$ cat config.mk
export PLATFORM = sky130hd
export DESIGN_NAME = xfer_seq_ctrl
export DESIGN_NICKNAME = d
export VERILOG_FILES = /design/src/rtl/xfer_seq_ctrl.sv
export SDC_FILE = /design/constraint.sdc
export NUM_CORES = 1
export LEC_CHECK = 0
export ABC_AREA = 1
export ABC_CLOCK_PERIOD_IN_PS = 2200
export CAP_MARGIN = 20
export CORE_ASPECT_RATIO = 0.6
export CORE_MARGIN = 4
export CORE_UTILIZATION = 53
export CTS_CLUSTER_DIAMETER = 200
export DETAILED_ROUTE_END_ITERATION = 7
export MAX_ROUTING_LAYER = met4
export PLACE_DENSITY = 0.88
export SYNTH_ARGS = -nofsm -noshare
export SYNTH_HDL_FRONTEND = slang
export SYNTH_SLANG_ARGS = --single-unit
$ cat constraint.sdc
create_clock -name clk -period 2.2 [get_ports clk]
set_input_delay 0.44 -clock clk [delete_from_list [all_inputs] [get_ports clk]]
set_output_delay 0.44 -clock clk [all_outputs]
set_load 0.02 [all_outputs]
$ cat src/rtl/xfer_seq_ctrl.sv
// Load/gap/transfer sequencer: drives memory A write strobes, then pairs of memory B
// write/increment strobes, with abort and zero-length error reporting.
module xfer_seq_ctrl #(
  parameter int LEN_W   = 5,
  parameter int GAP_CYC = 2
) (
  input  logic             clk,
  input  logic             reset,
  input  logic             start,
  input  logic             abort,
  input  logic [LEN_W-1:0] load_len,
  output logic             wea,
  output logic             inca,
  output logic             web,
  output logic             incb,
  output logic             busy,
  output logic             done,
  output logic             err,
  output logic [1:0]       phase
);

  typedef enum logic [2:0] {
    IDLE = 3'd0,
    LOAD = 3'd1,
    GAP  = 3'd2,
    XFER = 3'd3,
    DONE = 3'd4
  } state_t;

  localparam logic [LEN_W:0] CNT_ONE  = (LEN_W+1)'(1);
  localparam logic [LEN_W:0] GAP_LAST = (LEN_W+1)'(GAP_CYC - 1);

  state_t           state_reg, state_next;
  logic [LEN_W-1:0] len_reg, len_next;
  logic [LEN_W:0]   cnt_reg, cnt_next;
  logic             err_next;
  logic [1:0]       phase_next;
  logic [LEN_W:0]   load_last, xfer_last;

  // One extra counter bit lets XFER count to 2*len-1 at the maximum length
  assign load_last = {1'b0, len_reg} - CNT_ONE;
  assign xfer_last = {len_reg, 1'b0} - CNT_ONE;

  always_comb begin
    state_next = state_reg;
    len_next   = len_reg;
    cnt_next   = cnt_reg;
    err_next   = 1'b0;
    case (state_reg)
      IDLE: begin
        if (start) begin
          if (load_len == '0) begin
            err_next = 1'b1;
          end else begin
            state_next = LOAD;
            len_next   = load_len;
            cnt_next   = '0;
          end
        end
      end
      LOAD: begin
        if (cnt_reg == load_last) begin
          state_next = GAP;
          cnt_next   = '0;
        end else begin
          cnt_next = cnt_reg + CNT_ONE;
        end
      end
      GAP: begin
        if (cnt_reg == GAP_LAST) begin
          state_next = XFER;
          cnt_next   = '0;
        end else begin
          cnt_next = cnt_reg + CNT_ONE;
        end
      end
      XFER: begin
        if (cnt_reg == xfer_last) begin
          state_next = DONE;
          cnt_next   = '0;
        end else begin
          cnt_next = cnt_reg + CNT_ONE;
        end
      end
      DONE:    state_next = IDLE;
      default: state_next = IDLE;
    endcase
    // Abort overrides any transition, including the final XFER cycle
    if (state_reg != IDLE && abort) begin
      state_next = IDLE;
      cnt_next   = '0;
      err_next   = 1'b1;
    end
  end

  always_comb begin
    phase_next = 2'b00;
    case (state_next)
      LOAD:    phase_next = 2'b01;
      GAP:     phase_next = 2'b10;
      XFER:    phase_next = 2'b11;
      default: phase_next = 2'b00;
    endcase
  end

  // Outputs are registered from the next state so they line up with the state register
  always_ff @(posedge clk) begin
    if (reset) begin
      state_reg <= IDLE;
      len_reg   <= '0;
      cnt_reg   <= '0;
      wea       <= 1'b0;
      inca      <= 1'b0;
      web       <= 1'b0;
      incb      <= 1'b0;
      busy      <= 1'b0;
      done      <= 1'b0;
      err       <= 1'b0;
      phase     <= 2'b00;
    end else begin
      state_reg <= state_next;
      len_reg   <= len_next;
      cnt_reg   <= cnt_next;
      wea       <= (state_next == LOAD);
      inca      <= (state_next == LOAD);
      web       <= (state_next == XFER) && !cnt_next[0];
      incb      <= (state_next == XFER) && cnt_next[0];
      busy      <= (state_next != IDLE);
      done      <= (state_next == DONE);
      err       <= err_next;
      phase     <= phase_next;
    end
  end

endmodule
# After elaboration in Yosys (flattened, before gate mapping)
# Index checks and enable logic that the tools add are counted.
[word_totals] word_cells=58 inputBits=9 ff_bits=22 output_inout_bits=9
[op_classes] n_bitwise=1 n_eq_ne=12 mux=19 n_reduce_logical=12 addsub=3
[op_table] cell="6-bit two-way mux" n=5
[op_table] cell="6-bit one-hot mux with 4 select lines" n=1
[op_table] cell="3-bit two-way mux" n=6
[op_table] cell="3-bit by 2-bit == test with 1-bit output (second input constant)" n=4
[op_table] cell="6-bit == test" n=2
[op_table] cell="3-bit one-hot mux with 4 select lines" n=1
[op_table] cell="6-bit by 1-bit adder with 6-bit output (second input constant)" n=1
[op_table] cell="3-bit by 1-bit == test with 1-bit output (second input constant)" n=2
[op_table] cell="6-bit by 1-bit == test with 1-bit output (second input constant)" n=1
[op_table] cell="2-bit one-hot mux with 3 select lines" n=1
[op_table] cell="3-bit AND reduction" n=2
[op_table] cell="3-bit nonzero test" n=2
[op_table] cell="5-bit by 1-bit subtractor with 6-bit output (second input constant)" n=1
[op_table] cell="6-bit by 1-bit subtractor with 6-bit output (second input constant)" n=1
[op_table] cell="5-bit logical NOT" n=1
[op_table] cell="1-bit two-way mux" n=5
[op_table] cell="2-bit != test (second input constant)" n=2
[op_table] cell="4-bit nonzero test" n=1
[op_table] cell="3-bit == test (second input constant)" n=1
[op_table] cell="1-bit logical AND" n=3
[op_table] cell="3-bit logical NOT" n=1
[op_table] cell="2-bit OR reduction" n=1
[op_table] cell="1-bit logical NOT" n=1
[op_table] cell="1-bit NOT" n=1

# Longest topological paths before layout
[depth] ltp_word=7 depth_mapped=15 mapped_depth_nobuf=15

# Least setup slack after synthesis
# No wires, ideal clock.
[synth_path] kind="reg2reg" startpoint="reg len_reg[0]" endpoint="reg busy" required_time_ps=2078 path_buffers=0 path_stages_with_launch=13 setup_ps=122 arrival_ps=1540 slack_ps=538 path_cell_list="dfxtp_1 > inv_2 > ha_1 > nand2_1 > nand2_1 > nor2_1 > nand2_1 > nor2_2 > nand3_2 > nand2_2 > nand3_2 > nand3_2 > nand3_1"
[synth_via] elab_chain_len=6 word_cells_on_any_way=9 classes_between="add/sub (2); eq/ne (2); mux (4); reduce/logical (1)"
[synth_rtl] element="from (decl)" line_no="34" rtl="logic [LEN_W-1:0] len_reg, len_next;"
[synth_rtl] element="from (signal assigned)" line_no="122" rtl="len_reg <= len_next;"
[synth_rtl] element="6-bit by 1-bit subtractor with 6-bit output / 5-bit by 1-bit subtractor with 6-bit output (equally long branches)" line_no="42, 41"
[synth_rtl] element="6-bit == test, on equally long branches" line_no="78, 62"
[synth_rtl] element="3-bit two-way mux, on equally long branches" line_no="78, 62"
[synth_rtl] element="3-bit one-hot mux with 4 select lines *" line_no="49" rtl="case (state_reg)"
[synth_rtl] element="3-bit two-way mux *" line_no="89" rtl="if (state_reg != IDLE && abort) begin"
[synth_rtl] element="3-bit nonzero test *" line_no="128" rtl="busy <= (state_next != IDLE);"
[synth_rtl] element="to (signal assigned)" line_no="128"
[synth_rtl] element="to (decl)" line_no="16" rtl="output logic busy,"
# Every way passes the cells marked *; elsewhere a longest branch is shown, timed or not.
# A chain may end at the register's enable or synchronous reset.

# Final worst setup path
# Same ends and word-level chain as after synthesis.

==> summary by stage <==
STA
Setup repair after global routing left no endpoint under its margin. The headroom to the max-slew limit is ~76%. The actual transition at the worst max-transition pin is ~360 ps. The final critical path takes up between 80 and 90% of the cycle. The smallest clock period supported by the final layout is computed as 1930 ps.

The maximum clock skew at final layout is about 4.9 ps. The total count of hold-check failures in the final report is 0. The number of endpoints failing setup at the final stage is 0. The count of final max-slew check failures is 0. The total negative slack is 0 ps. Timing would allow up to between 0.5 and 0.6 GHz. The final setup slack of the worst path is roughly 270 ps. Hold is met by 512 ps.

Detailed routing
The via density per instance is 5.29. The detailed router's first-iteration violation count is 90. The routed wirelength normalized by instance count is roughly 13 um. The detailed-router iteration count before antenna repair is 4.

The DRC violations left is 0. The total wire length after detailed routing is between 3000 and 4000 um. Once detail routing completed, the nets flagged for antenna violations numbered 0. The count of vias placed by the detailed router is 1274.

Placement
The HPWL after detailed placement is between 2000 and 2500 um. In this run the cell area measured after placement is ~1500 um^2. The global placer's final weighted congestion is between 0.8 and 0.9. Timing analysis after detailed placement gives a worst setup slack of around 170 ps. The number of input and output port buffers inserted is 17.

Clock network
In this run the clock root is driven by a clkbuf_8. The maximum level of the CTS H-tree is 1. The total clock buffers created by CTS is 3. After clock tree synthesis, the clock-pin slew on the worst setup and hold paths is about 70 ps. Buffers inserted to repair hold after CTS numbered 0.

TritonCTS built the clock tree. Clock tree synthesis found a total of 22 sinks. The largest buffer count on any clock path is 2. At the later pin of the worst-skew pair, clock insertion delay measures 260 ps.

Setup path
The critical path required time is between 2000 and 2500 ps. The worst setup path category is flip-flop to flip-flop. Of all nets on the critical path, the largest fanout is 7.

The endpoint class of the critical path is a flip-flop. The worst setup path is launched from a flip-flop. The number of cell instances on the worst register-to-register path is 14.

Data arrives at the worst endpoint at 2080 ps.

Pwr
Dividing total power by cell area gives a power density of ~640 nW/um^2. In this run the static leakage power is ~0.71 nW. IR analysis of the VDD net gives a maximum drop of approximately 0.0003 V.

Yosys
For this run, asynchronously set or reset flops after synthesis account for 0%. For this run, the number of Yosys warnings is 0. The commonest register cell after synthesis is dfxtp_1. In this run, distinct cell masters in the synthesized netlist total 20. The mean area per synthesized cell is 6.66 um^2. Synthesis produced about 190 cells.

Yosys mapped a number of flops with a built-in enable equal to 0. Synthesis produced a netlist with a net count of between 200 and 250. Sequential elements use 34.6% of the synthesized area. Synthesis inferred 22 register bits.

The post-synth design cell area is 1270 um^2.

Worst hold path
The hold path depth is 2. The path category of the worst min-delay check is flip-flop to flip-flop.

Flow run
The max capacitance violation total is 0.

Die
The number of placement rows is 13. The die outline area is between 3000 and 4000 um^2. The vertical die dimension is around 46 um.

The number of placed I/O pins is 18. Once the floorplan was initialized, standard cells occupied a little under three fifths of the core. The region available for standard cell placement spans 2230 um^2. From left edge to right edge, the die measures 71.2 um.

Final layout
The multi-input logic area is between 600 and 700 um^2. The area taken by flip-flops and latches is about 440 um^2. The register with the most flip-flops in the layout has 6 of them. 0 antenna diodes ended up in the layout. The finished layout cell area is ~1500 um^2. Measured on the finished design, the core utilization comes to 68.7%. The fraction of layout instances using a drive strength above 1 is between 10% and 20%. In the final design database the tool counted approximately 220 nets. The filler cells instantiated in the layout total between 150 and 200. The synthesis-to-finish area growth is 20.4%.

Global route
The residual overflow from global routing is 0. The pin count of the biggest net entering global routing is 13. For this run, global-route usage on met2 was measured as 32.8%. Global routing consumed, on the met3 layer, about 6.2% of the routing resources. The total routing resource utilization after global routing is between 20% and 30%.

The initial antenna violation count is 0. The highest-utilization routing layer at the global route stage is met2. The first global-routing pass estimated slightly above 5000 um of wire. The met1 track utilization from global routing is between 20% and 30%.

The via count of the first global-routing pass is between 1000 and 1500.

Status
The flow ran to the end, and the final reports show no timing, DRC or antenna violations.
## synth_stat cells (3+ instances only)
library cell	number	area, um^2
nor2_1	16	60.1
ha_1	3	37.5
nand3_2	6	60.1
nor2_2	7	43.8
xor2_1	3	26.3
nand2_2	5	31.3
dfxtp_1	22	440
inv_1	35	131
o21ai_0	7	35.0
nand4_1	3	18.8
a21oi_1	8	40.0
nand3_1	22	110
nor3_1	8	40.0
nand2_1	39	146
## through the flow
stage               total power, mW  cells
finish                        0.972    241
detailed placement            0.695    237
global route                   1.03    241
global placement              0.680    237
floorplan                     0.620    191
CTS                           0.979    241
## where the power goes
part	internal (mW)	switching, mW
clock network	0.159	0.122
registers	0.419	0.0236
logic	0.0963	0.152
total	0.675	0.297
## cell type report
class / instances / share of cell area (%)
timing repair buffer: 18 / 11.6
clock buffer: 4 / 3.60
multi-input combinational: 131 / 44.6
tap: 30 / 2.45
sequential: 22 / 28.9
inverter: 36 / 8.83
## cell usage in the layout, fill, tap and decap left out, drive strengths merged
cell           count
xnor2              2
a21oi              8
nand2             44
xor2               3
o21ai              7
nand4              3
and3               1
nor3               9
nand3             28
clkbuf             4
ha                 3
buf                1
inv               36
clkdlybuf4s50     17
nor2              23
dfxtp             22
## worst max-delay path, stage by stage, from the launching register on
cell and delay [ps]:
dfxtp_2 380, inv_2 90, ha_1 270, inv_1 80, nand2_1 80, nand2_1 120
nand2_1 60, nand2_1 60, nand2_1 60, nor2_2 110, nand2_1 90, nand2_2 100
nand3_2 110, nand3_2 120, nand3_1 80
## final timing paths
path	startpoint	endpoint	slack, ps
worst max-delay path	len_reg[0]	busy	270
worst min-delay path	len_reg[1]	len_reg[1]	510
worst max register to register	len_reg[0]	busy	270
worst min register to register	len_reg[1]	len_reg[1]	510
## routing by layer
metal,share of wire (%),wire [um]
met5,0,0
met4,1.2,36
met3,11,352
met2,43,1320
met1,44,1360
## kinds of logic after synthesis
group | synth area share (%)
AOI/OAI and AO/OA | 5.91
and+or+nand+nor | 41.4
xor gates and xnor gates | 3.45
DFF | 34.6
buffers and inverters | 11.6
adders and majority gates | 2.95
## what timing repair did
action                                 in CTS  in global routing
gates resized for setup                     0                  1
setup endpoints to repair                   0                  1
setup buffers                               0                  0
endpoints found under the hold margin       0                  0
No activity file was read; power rests on OpenSTA's default activity.
